[src/rtl/oam_dma_if.sv]
// Signal bundle between the OAM DMA engine and its surroundings
// (CPU $4014 strobe, CPU-bus read port, PPU register write port).
interface oam_dma_if;
  logic        dma_sel;
  logic [7:0]  dma_page;
  logic [15:0] bus_addr;
  logic        bus_rden;
  logic [7:0]  bus_data_in;
  logic [2:0]  ppu_addr;
  logic [7:0]  ppu_data_out;
  logic        ppu_wren;
  logic        cpu_halt;
  logic        done;

  modport master (
    input  dma_sel, dma_page, bus_data_in,
    output bus_addr, bus_rden, ppu_addr, ppu_data_out, ppu_wren, cpu_halt, done
  );

  modport slave (
    output dma_sel, dma_page, bus_data_in,
    input  bus_addr, bus_rden, ppu_addr, ppu_data_out, ppu_wren, cpu_halt, done
  );
endinterface

[src/rtl/oam_dma.sv]
// OAM DMA engine: on a $4014 write, halts the CPU and copies page $P00..$PFF
// into the PPU OAMDATA register, one byte per READ/WRITE cycle pair.
module oam_dma #(
  parameter int         NUM_BYTES = 256,
  parameter logic [2:0] OAM_REG   = 3'd4
) (
  input  logic     clk,
  input  logic     reset,
  oam_dma_if.master bus
);
  typedef enum logic [2:0] {IDLE, HALT, ALIGN, READ, WRITE} state_t;

  localparam logic [7:0] LAST_IDX = 8'(NUM_BYTES - 1);

  state_t     state_reg, state_next;
  logic       parity_reg;
  logic [7:0] idx_reg, idx_next;
  logic [7:0] page_reg, page_next;
  logic       done_reg, done_next;

  // Parity free-runs so reads always begin on an even CPU cycle.
  always_ff @(posedge clk or posedge reset) begin
    if (reset) begin
      state_reg  <= IDLE;
      parity_reg <= 1'b0;
      idx_reg    <= 8'd0;
      page_reg   <= 8'd0;
      done_reg   <= 1'b0;
    end else begin
      state_reg  <= state_next;
      parity_reg <= ~parity_reg;
      idx_reg    <= idx_next;
      page_reg   <= page_next;
      done_reg   <= done_next;
    end
  end

  always_comb begin
    state_next       = state_reg;
    idx_next         = idx_reg;
    page_next        = page_reg;
    done_next        = 1'b0;
    bus.bus_addr     = 16'h0000;
    bus.bus_rden     = 1'b0;
    bus.ppu_addr     = 3'd0;
    bus.ppu_data_out = 8'h00;
    bus.ppu_wren     = 1'b0;
    bus.cpu_halt     = (state_reg != IDLE);
    bus.done         = done_reg;

    case (state_reg)
      IDLE: begin
        if (bus.dma_sel) begin
          page_next  = bus.dma_page;
          idx_next   = 8'd0;
          state_next = HALT;
        end
      end
      HALT: begin
        state_next = parity_reg ? READ : ALIGN;
      end
      ALIGN: begin
        state_next = READ;
      end
      READ: begin
        bus.bus_addr = {page_reg, idx_reg};
        bus.bus_rden = 1'b1;
        state_next   = WRITE;
      end
      WRITE: begin
        // Read data arrives this cycle from the registered memory; pass it straight on.
        bus.ppu_wren     = 1'b1;
        bus.ppu_addr     = OAM_REG;
        bus.ppu_data_out = bus.bus_data_in;
        if (idx_reg == LAST_IDX) begin
          state_next = IDLE;
          done_next  = 1'b1;
        end else begin
          idx_next   = idx_reg + 8'd1;
          state_next = READ;
        end
      end
      default: begin
        state_next = IDLE;
      end
    endcase
  end
endmodule

[src/flat_wrapper.sv]
// flat-port wrapper written by rule: the top's interface ports become plain ports
module oam_dma_flat 
#(
  parameter int         NUM_BYTES = 256,
  parameter logic [2:0] OAM_REG   = 3'd4
)
  (clk, reset, bus_dma_sel, bus_dma_page, bus_bus_data_in, bus_bus_addr, bus_bus_rden, bus_ppu_addr, bus_ppu_data_out, bus_ppu_wren, bus_cpu_halt, bus_done);
  oam_dma_if bus_i ();
  input  logic clk;
  input  logic reset;
  input wire logic [$bits(bus_i.dma_sel)-1:0] bus_dma_sel;
  input wire logic [$bits(bus_i.dma_page)-1:0] bus_dma_page;
  input wire logic [$bits(bus_i.bus_data_in)-1:0] bus_bus_data_in;
  output wire logic [$bits(bus_i.bus_addr)-1:0] bus_bus_addr;
  output wire logic [$bits(bus_i.bus_rden)-1:0] bus_bus_rden;
  output wire logic [$bits(bus_i.ppu_addr)-1:0] bus_ppu_addr;
  output wire logic [$bits(bus_i.ppu_data_out)-1:0] bus_ppu_data_out;
  output wire logic [$bits(bus_i.ppu_wren)-1:0] bus_ppu_wren;
  output wire logic [$bits(bus_i.cpu_halt)-1:0] bus_cpu_halt;
  output wire logic [$bits(bus_i.done)-1:0] bus_done;
  assign bus_i.dma_sel = bus_dma_sel;
  assign bus_i.dma_page = bus_dma_page;
  assign bus_i.bus_data_in = bus_bus_data_in;
  assign bus_bus_addr = bus_i.bus_addr;
  assign bus_bus_rden = bus_i.bus_rden;
  assign bus_ppu_addr = bus_i.ppu_addr;
  assign bus_ppu_data_out = bus_i.ppu_data_out;
  assign bus_ppu_wren = bus_i.ppu_wren;
  assign bus_cpu_halt = bus_i.cpu_halt;
  assign bus_done = bus_i.done;
  oam_dma #(.NUM_BYTES(NUM_BYTES), .OAM_REG(OAM_REG)) u_core (.clk(clk), .reset(reset), .bus(bus_i));
endmodule
[config.mk]
export PLATFORM = sky130hd
export DESIGN_NAME = oam_dma_flat
export DESIGN_NICKNAME = d
export VERILOG_FILES = /design/src/rtl/oam_dma_if.sv /design/src/rtl/oam_dma.sv /design/src/flat_wrapper.sv
export SDC_FILE = /design/constraint.sdc
export NUM_CORES = 1
export LEC_CHECK = 0
export BUFFER_PORTS_ARGS = -buffer_cell sky130_fd_sc_hd__buf_2
export CELL_PAD_IN_SITES_DETAIL_PLACEMENT = 2
export CELL_PAD_IN_SITES_GLOBAL_PLACEMENT = 2
export CORE_AREA = 2 2 67 69
export DETAILED_ROUTE_END_ITERATION = 10
export DIE_AREA = 0 0 69 71
export GPL_TIMING_DRIVEN = 0
export PLACE_DENSITY_LB_ADDON = 0.1
export SYNTH_ARGS = -nofsm -noshare
export SYNTH_HDL_FRONTEND = slang
export SYNTH_SLANG_ARGS = --single-unit
[constraint.sdc]
create_clock -name clk -period 2.8 [get_ports clk]
set_input_delay 0.14 -clock clk [delete_from_list [all_inputs] [get_ports clk]]
set_output_delay 0.14 -clock clk [all_outputs]
set_load 0.02 [all_outputs]
==> impl_metrics.toml, run 1 <==
[outcome]
status = "complete, no violations"

[floorplanning]
row_count = 24
die_height_microns = 71
io_pins = 50
die_area_sq_um = 4899
start_util_pct = 26.82
dieWidth_microns = 69
core_area_sq_um = 4204

[drt]
initialDrtViolationCount = 28
ant_nets = 0
drtPass1Iterations = 3
routed.top_layer = "met4"
routed_via_density = 4.777
met1Wirelength_microns = 1374
remaining_drc_errors = 0
vias = 1051
routed-wl-met3_microns = 198
wl_met2_microns = 1634
routed_wl_microns = 3262
wire_per_inst_microns = 14.83

[global_route]
grt_max_degree = 22
grt_overflow = 0
grt.total_usage_pct = 14.54
grt_pass1_vias = 1195
grt_pass1_wl_microns = 5775
antenna_found_initial = 0

[clock_network]
clockRootBuffer = "clkbuf_8"
cts.clk_slew.worst_paths_ns = 0.08
ctsHtreeMaxLevel = 1
insertion_delay_ns = 0.26
postCtsSetupBuffers = 0
holdBufCountCts = 0
numCtsBuffers = 3
clock-sinks = 21
cts_buffer_depth = 2
cts_tree = "done"
ctsResizeCount = 0

[synthesis]
synth_edf_count = 0
syn_area_sq_um = 1127
synth_area_per_cell_sq_um = 9.718
yosys_warnings = 0
synthCells = 116
yosysUniqueCellTypes = 35
ys_seq_area_share_pct = 46.61
async_reset_ff_share_pct = 100.0
ys_seq_elements = 21
synthFlopType = "dfrtp_1"

[timing]
tns_ns = 0
finClkSkew_ns = 0.006924
fin_crit_sh_pct = 73.55
layout_min_cycle_time_ns = 2.059
max_clock_freq_mhz = 485.6
grt_setup_unrepaired = "no"
max-slew-margin-rel_pct = 43.26
worst_slew_pin_slew_ns = 0.8501
setup_viol = 0
hold_viol_final = 0
drv_slew = 0
whs_ns = 0.03393

[place]
dp_hpwl_microns = 2532
io_buffer_count = 47
place.gp.congestion = 0.8049

[cells_and_area]
area_delta_synth_final_pct = 31.08
seq_area_sq_um = 525.5
nFillCells = 500
multi_input_area_sq_um = 528.0
antenna-diode-count = 0
fin_nets = 189
drive_gt1_share_pct = 40.48

[setup_path]
path_class = "reg -> out"
worstPathMaxFanout = 11
cp_data_required_time_ns = 2.66
start_kind = "flop"
arrival_ns = 1.92
r2r_setup_slack_ns = 1.08
end_kind = "output pin"

[power]
ir_drop_mv = 0.2768
power_density_nw_per_um2 = 873.5
leakagePower_nw = 0.7733

[worst_hold_path]
hold_class = "in -> async"

[job]
drv_cap = 0
[per-stage QoR]
stage               instances  util [%]  setup slack, ns  cell area (sq um)  power [mW]
global route              220     35.15           0.5824               1478       1.408
global placement          216     34.05            1.072               1431       1.077
CTS                       220     35.15           0.7252               1478       1.320
finish                    220     35.15           0.7407               1478       1.291
floorplan                 117         -            1.188               1131      0.9127
detailed placement        216     34.05            1.032               1431       1.108
[cells by family after synthesis]
kind of cell / share of synthesized area, %
AOI/OAI and AO/OA: 11.88
muxes: 8.879
DFF: 46.61
adders and majority gates: 1.110
xor gates and xnor gates: 0.7771
and+or+nand+nor: 23.53
buffers and inverters: 6.882
other: 0.3326
[worst max-delay path, stage by stage (launching register included)]
cell and delay (ns):
dfrtp_1 0.45, or3b_4 0.46, inv_1 0.19, buf_2 0.23
and2_1 0.16, buf_2 0.16
[power by group]
| group | switching [mW] | internal, mW |
|---|---|---|
| Combinational | 0.332 | 0.244 |
| Sequential | 0.0993 | 0.414 |
| Clock | 0.101 | 0.0992 |
| Total | 0.533 | 0.758 |
[worst paths after layout]
| kind | endpoint | startpoint | depth (start not counted) |
|---|---|---|---|
| setup reg to reg | u_core.idx_reg[7]$_DFFE_PP0P_ | u_core.idx_reg[0]$_DFFE_PP0P_ | 4 |
| max in group asynchronous | u_core.idx_reg[2]$_DFFE_PP0P_ | reset | 2 |
| setup / recovery | bus_ppu_data_out[1] | u_core.state_reg[0]$_DFFE_PP0P_ | 5 |
| hold reg to reg | u_core.parity_reg$_DFF_PP0_ | u_core.parity_reg$_DFF_PP0_ | 1 |
| hold / removal | u_core.parity_reg$_DFF_PP0_ | reset | 2 |
| min in group clk | u_core.page_reg[5]$_DFFE_PP0P_ | bus_dma_page[5] | 2 |
[placed cells by master, fill, tap and decap left out, types with 2 or more instances in the layout]
| master | count |
|---|---|
| nor3_1 | 7 |
| clkbuf_1 | 2 |
| nand2b_1 | 2 |
| clkbuf_8 | 3 |
| buf_4 | 3 |
| and3_1 | 2 |
| o21ai_0 | 3 |
| inv_1 | 10 |
| a21oi_1 | 6 |
| nor2_1 | 3 |
| nand3_1 | 4 |
| dfrtp_1 | 21 |
| conb_1 | 2 |
| mux2_2 | 8 |
| and2_1 | 19 |
| nand2_1 | 3 |
| nand4_1 | 2 |
| buf_2 | 49 |
[routing by layer]
metal  GRT usage [%]  vias up
li1                -      500
met2           25.85       38
met3           3.419        7
met1           17.14      506
met5               0        -
met4           5.229        0
[synth_stat cells (3+ instances only)]
master / n / area, sq um
nor3_1: 7 / 35.03
nand3_1: 4 / 20.02
dfrtp_1: 21 / 525.5
nand2_1: 3 / 11.26
buf_4: 3 / 22.52
nor2_1: 3 / 11.26
and2_1: 19 / 118.9
mux2_2: 8 / 90.09
inv_1: 10 / 37.54
o21ai_0: 3 / 15.01
a21oi_1: 6 / 30.03
[final cells by class]
cell class | count | share of cell area (%)
clock inverter | 1 | 0.3387
sequential | 21 | 35.56
inverter | 10 | 2.540
buffer | 7 | 2.710
clock buffer | 3 | 2.794
multi-input combinational | 79 | 35.73
tap | 52 | 4.403
timing repair buffer | 47 | 15.92
No activity file was read; power rests on OpenSTA's default activity.
==> run 2: changes to the inputs <==
- CORE_AREA: 2 2 67 69 -> 2 2 72 74
- DIE_AREA: 0 0 69 71 -> 0 0 74 76
- clock period: 2.8 -> 1.8 ns (I/O delays scaled with it)
==> run 2 against run 1 <==
Sequential share of layout area fell by 2.5 points. Critical path depth is the same. The flow now finishes with violations (negative hold slack). First-iteration DRC count is 93% higher. Largest power group unchanged. Highest routed layer unchanged. Routed wire length increased by 11%. Clock skew shrank 0.0050 ns. Final area up 8.2%. Total power up 70%.
==> impl_metrics.toml, run 2 (synthesis results as in run 1) <==
[place]
io_buffer_count = 47
placed_cells_incl_taps = 234
dp_hpwl_microns = 2612
place.gp.congestion = 0.7764

[power]
power.total_mw = 2.200
ir_drop_mv = 0.4202
power_density_nw_per_um2 = 1376
leakagePower_nw = 0.8185

[global_route]
grt_pass1_vias = 1162
grt.total_usage_pct = 13.54
grt_overflow = 0
grt_pass1_wl_microns = 5906
antenna_found_initial = 0
grt_max_degree = 22

[cells_and_area]
multi_input_area_sq_um = 548.0
final_cell_mix = "buf_2 (46), and2_1 (19), dfrtp_1 (19)"
nFillCells = 555
drive_gt1_share_pct = 48.00
area_delta_synth_final_pct = 41.84
fin_cells = 245
final_common_cell = "buf_2"
seq_area_sq_um = 528.0
antenna-diode-count = 0
fin_nets = 196

[timing]
layout_min_cycle_time_ns = 1.730
setup_viol = 0
max_clock_freq_mhz = 578.0
whs_ns = -0.01176
worst_slew_pin_slew_ns = 0.8601
fin_crit_sh_pct = 96.11
max-slew-margin-rel_pct = 42.60
finClkSkew_ns = 0.001898
hold_viol_final = 21
drv_slew = 0

[setup_path]
crit_path_top_delay_cell = "dfrtp_2"
crit_chain = "or3b_4 > clkinv_4 > buf_6 > and2_1 > buf_2"
cp_data_required_time_ns = 1.71
r2r_setup_slack_ns = 0.10
worstPathMaxFanout = 11
r2r-start = "u_core.state_reg[0]$_DFFE_PP0P_"
r2r-end = "u_core.idx_reg[7]$_DFFE_PP0P_"
arrival_ns = 1.64
rr_worst_depth = 4
path_class = "reg -> out"
max_stage_delay_ns = 0.45
end_kind = "output pin"
start_kind = "flop"

[clock_network]
cts_tree = "done"
holdBufCountCts = 0
clock-sinks = 21
clockRootBuffer = "clkbuf_8"
ctsHtreeMaxLevel = 1
insertion_delay_ns = 0.26
numCtsBuffers = 3
cts_buffer_depth = 2
cts.clk_slew.worst_paths_ns = 0.08

[floorplanning]
die_area_sq_um = 5624
row_count = 26
die_height_microns = 76
io_pins = 50
dieWidth_microns = 74
start_util_pct = 22.95
core_area_sq_um = 4912

[outcome]
status = "complete, but fails checks"
violations = "negative hold slack"

[drt]
routed_wl_microns = 3635
wire_per_inst_microns = 14.84
routed_via_density = 4.482
vias = 1098
drtPass1Iterations = 4
initialDrtViolationCount = 54
remaining_drc_errors = 0
ant_nets = 0

[job]
drv_cap = 0

[worst_hold_path]
hold_class = "in -> async"
## run 2: worst max path at each step
stage | start | end | slack (ns) | cells past startpoint
global route | u_core.state_reg[0]$_DFFE_PP0P_ | bus_bus_addr[6] | -0.02 | 6
floorplan | u_core.state_reg[0]$_DFFE_PP0P_ | bus_ppu_data_out[0] | 0.24 | 4
CTS | u_core.state_reg[1]$_DFFE_PP0P_ | bus_ppu_data_out[4] | 0.03 | 5
finish | u_core.state_reg[0]$_DFFE_PP0P_ | bus_ppu_data_out[4] | 0.07 | 5
detailed placement | u_core.state_reg[2]$_DFFE_PP0P_ | bus_bus_addr[11] | 0.05 | 5
global placement | u_core.state_reg[0]$_DFFE_PP0P_ | bus_bus_addr[6] | 0.11 | 5
## run 2: area by class of cell
| type | count | share of cell area [%] |
|---|---|---|
| clock inverters | 1 | 0.3130 |
| plain buffers | 7 | 3.208 |
| inverters | 10 | 2.660 |
| well taps | 70 | 5.477 |
| repair buffers | 54 | 18.47 |
| multi-input cells | 79 | 34.27 |
| clock buffers | 3 | 2.582 |
| flip-flops and latches | 21 | 33.02 |
## run 2: stage by stage
| step | setup WS [ns] | setup TNS (ns) | util (%) | cell area, sq um |
|---|---|---|---|---|
| after detailed placement | 0.05337 | 0 | 29.60 | 1454 |
| after floorplan | 0.2376 | 0 | - | 1131 |
| final | 0.06998 | 0 | 32.55 | 1599 |
| after global routing | -0.01567 | -0.04038 | 32.55 | 1599 |
| after CTS | 0.02775 | 0 | 31.46 | 1545 |
| after global placement | 0.1054 | 0 | 29.60 | 1454 |
## run 2: timing repair
action,4_1_cts,5_1_grt
gates resized for setup,11,8
pin swaps,1,1
cloned,0,0
setup buffers,3,4
setup endpoints to repair,20,21
## run 2: critical path, delay by kind of cell (launching register included)
family | cells | cell delay, ns
and+or+nand+nor | 2 | 0.57
DFF | 1 | 0.45
buffers and inverters | 3 | 0.35
## run 2: power by group
part / internal [mW] / leakage [nW] / total [mW] / switching, mW
registers: 0.649 / 0.262 / 0.799 / 0.150
clock network: 0.155 / 0.0255 / 0.323 / 0.168
logic: 0.495 / 0.531 / 1.08 / 0.584
total: 1.30 / 0.819 / 2.20 / 0.902
## run 2: layer usage
layer  track usage, %  part of all wire (%)  vias to the layer above
li1                 -                     -                      513
met1            17.25                    43                      558
met2            22.77                    53                       22
met3            3.175                   3.2                        5
met4            3.273                  0.94                        0
met5                0                     0                        -
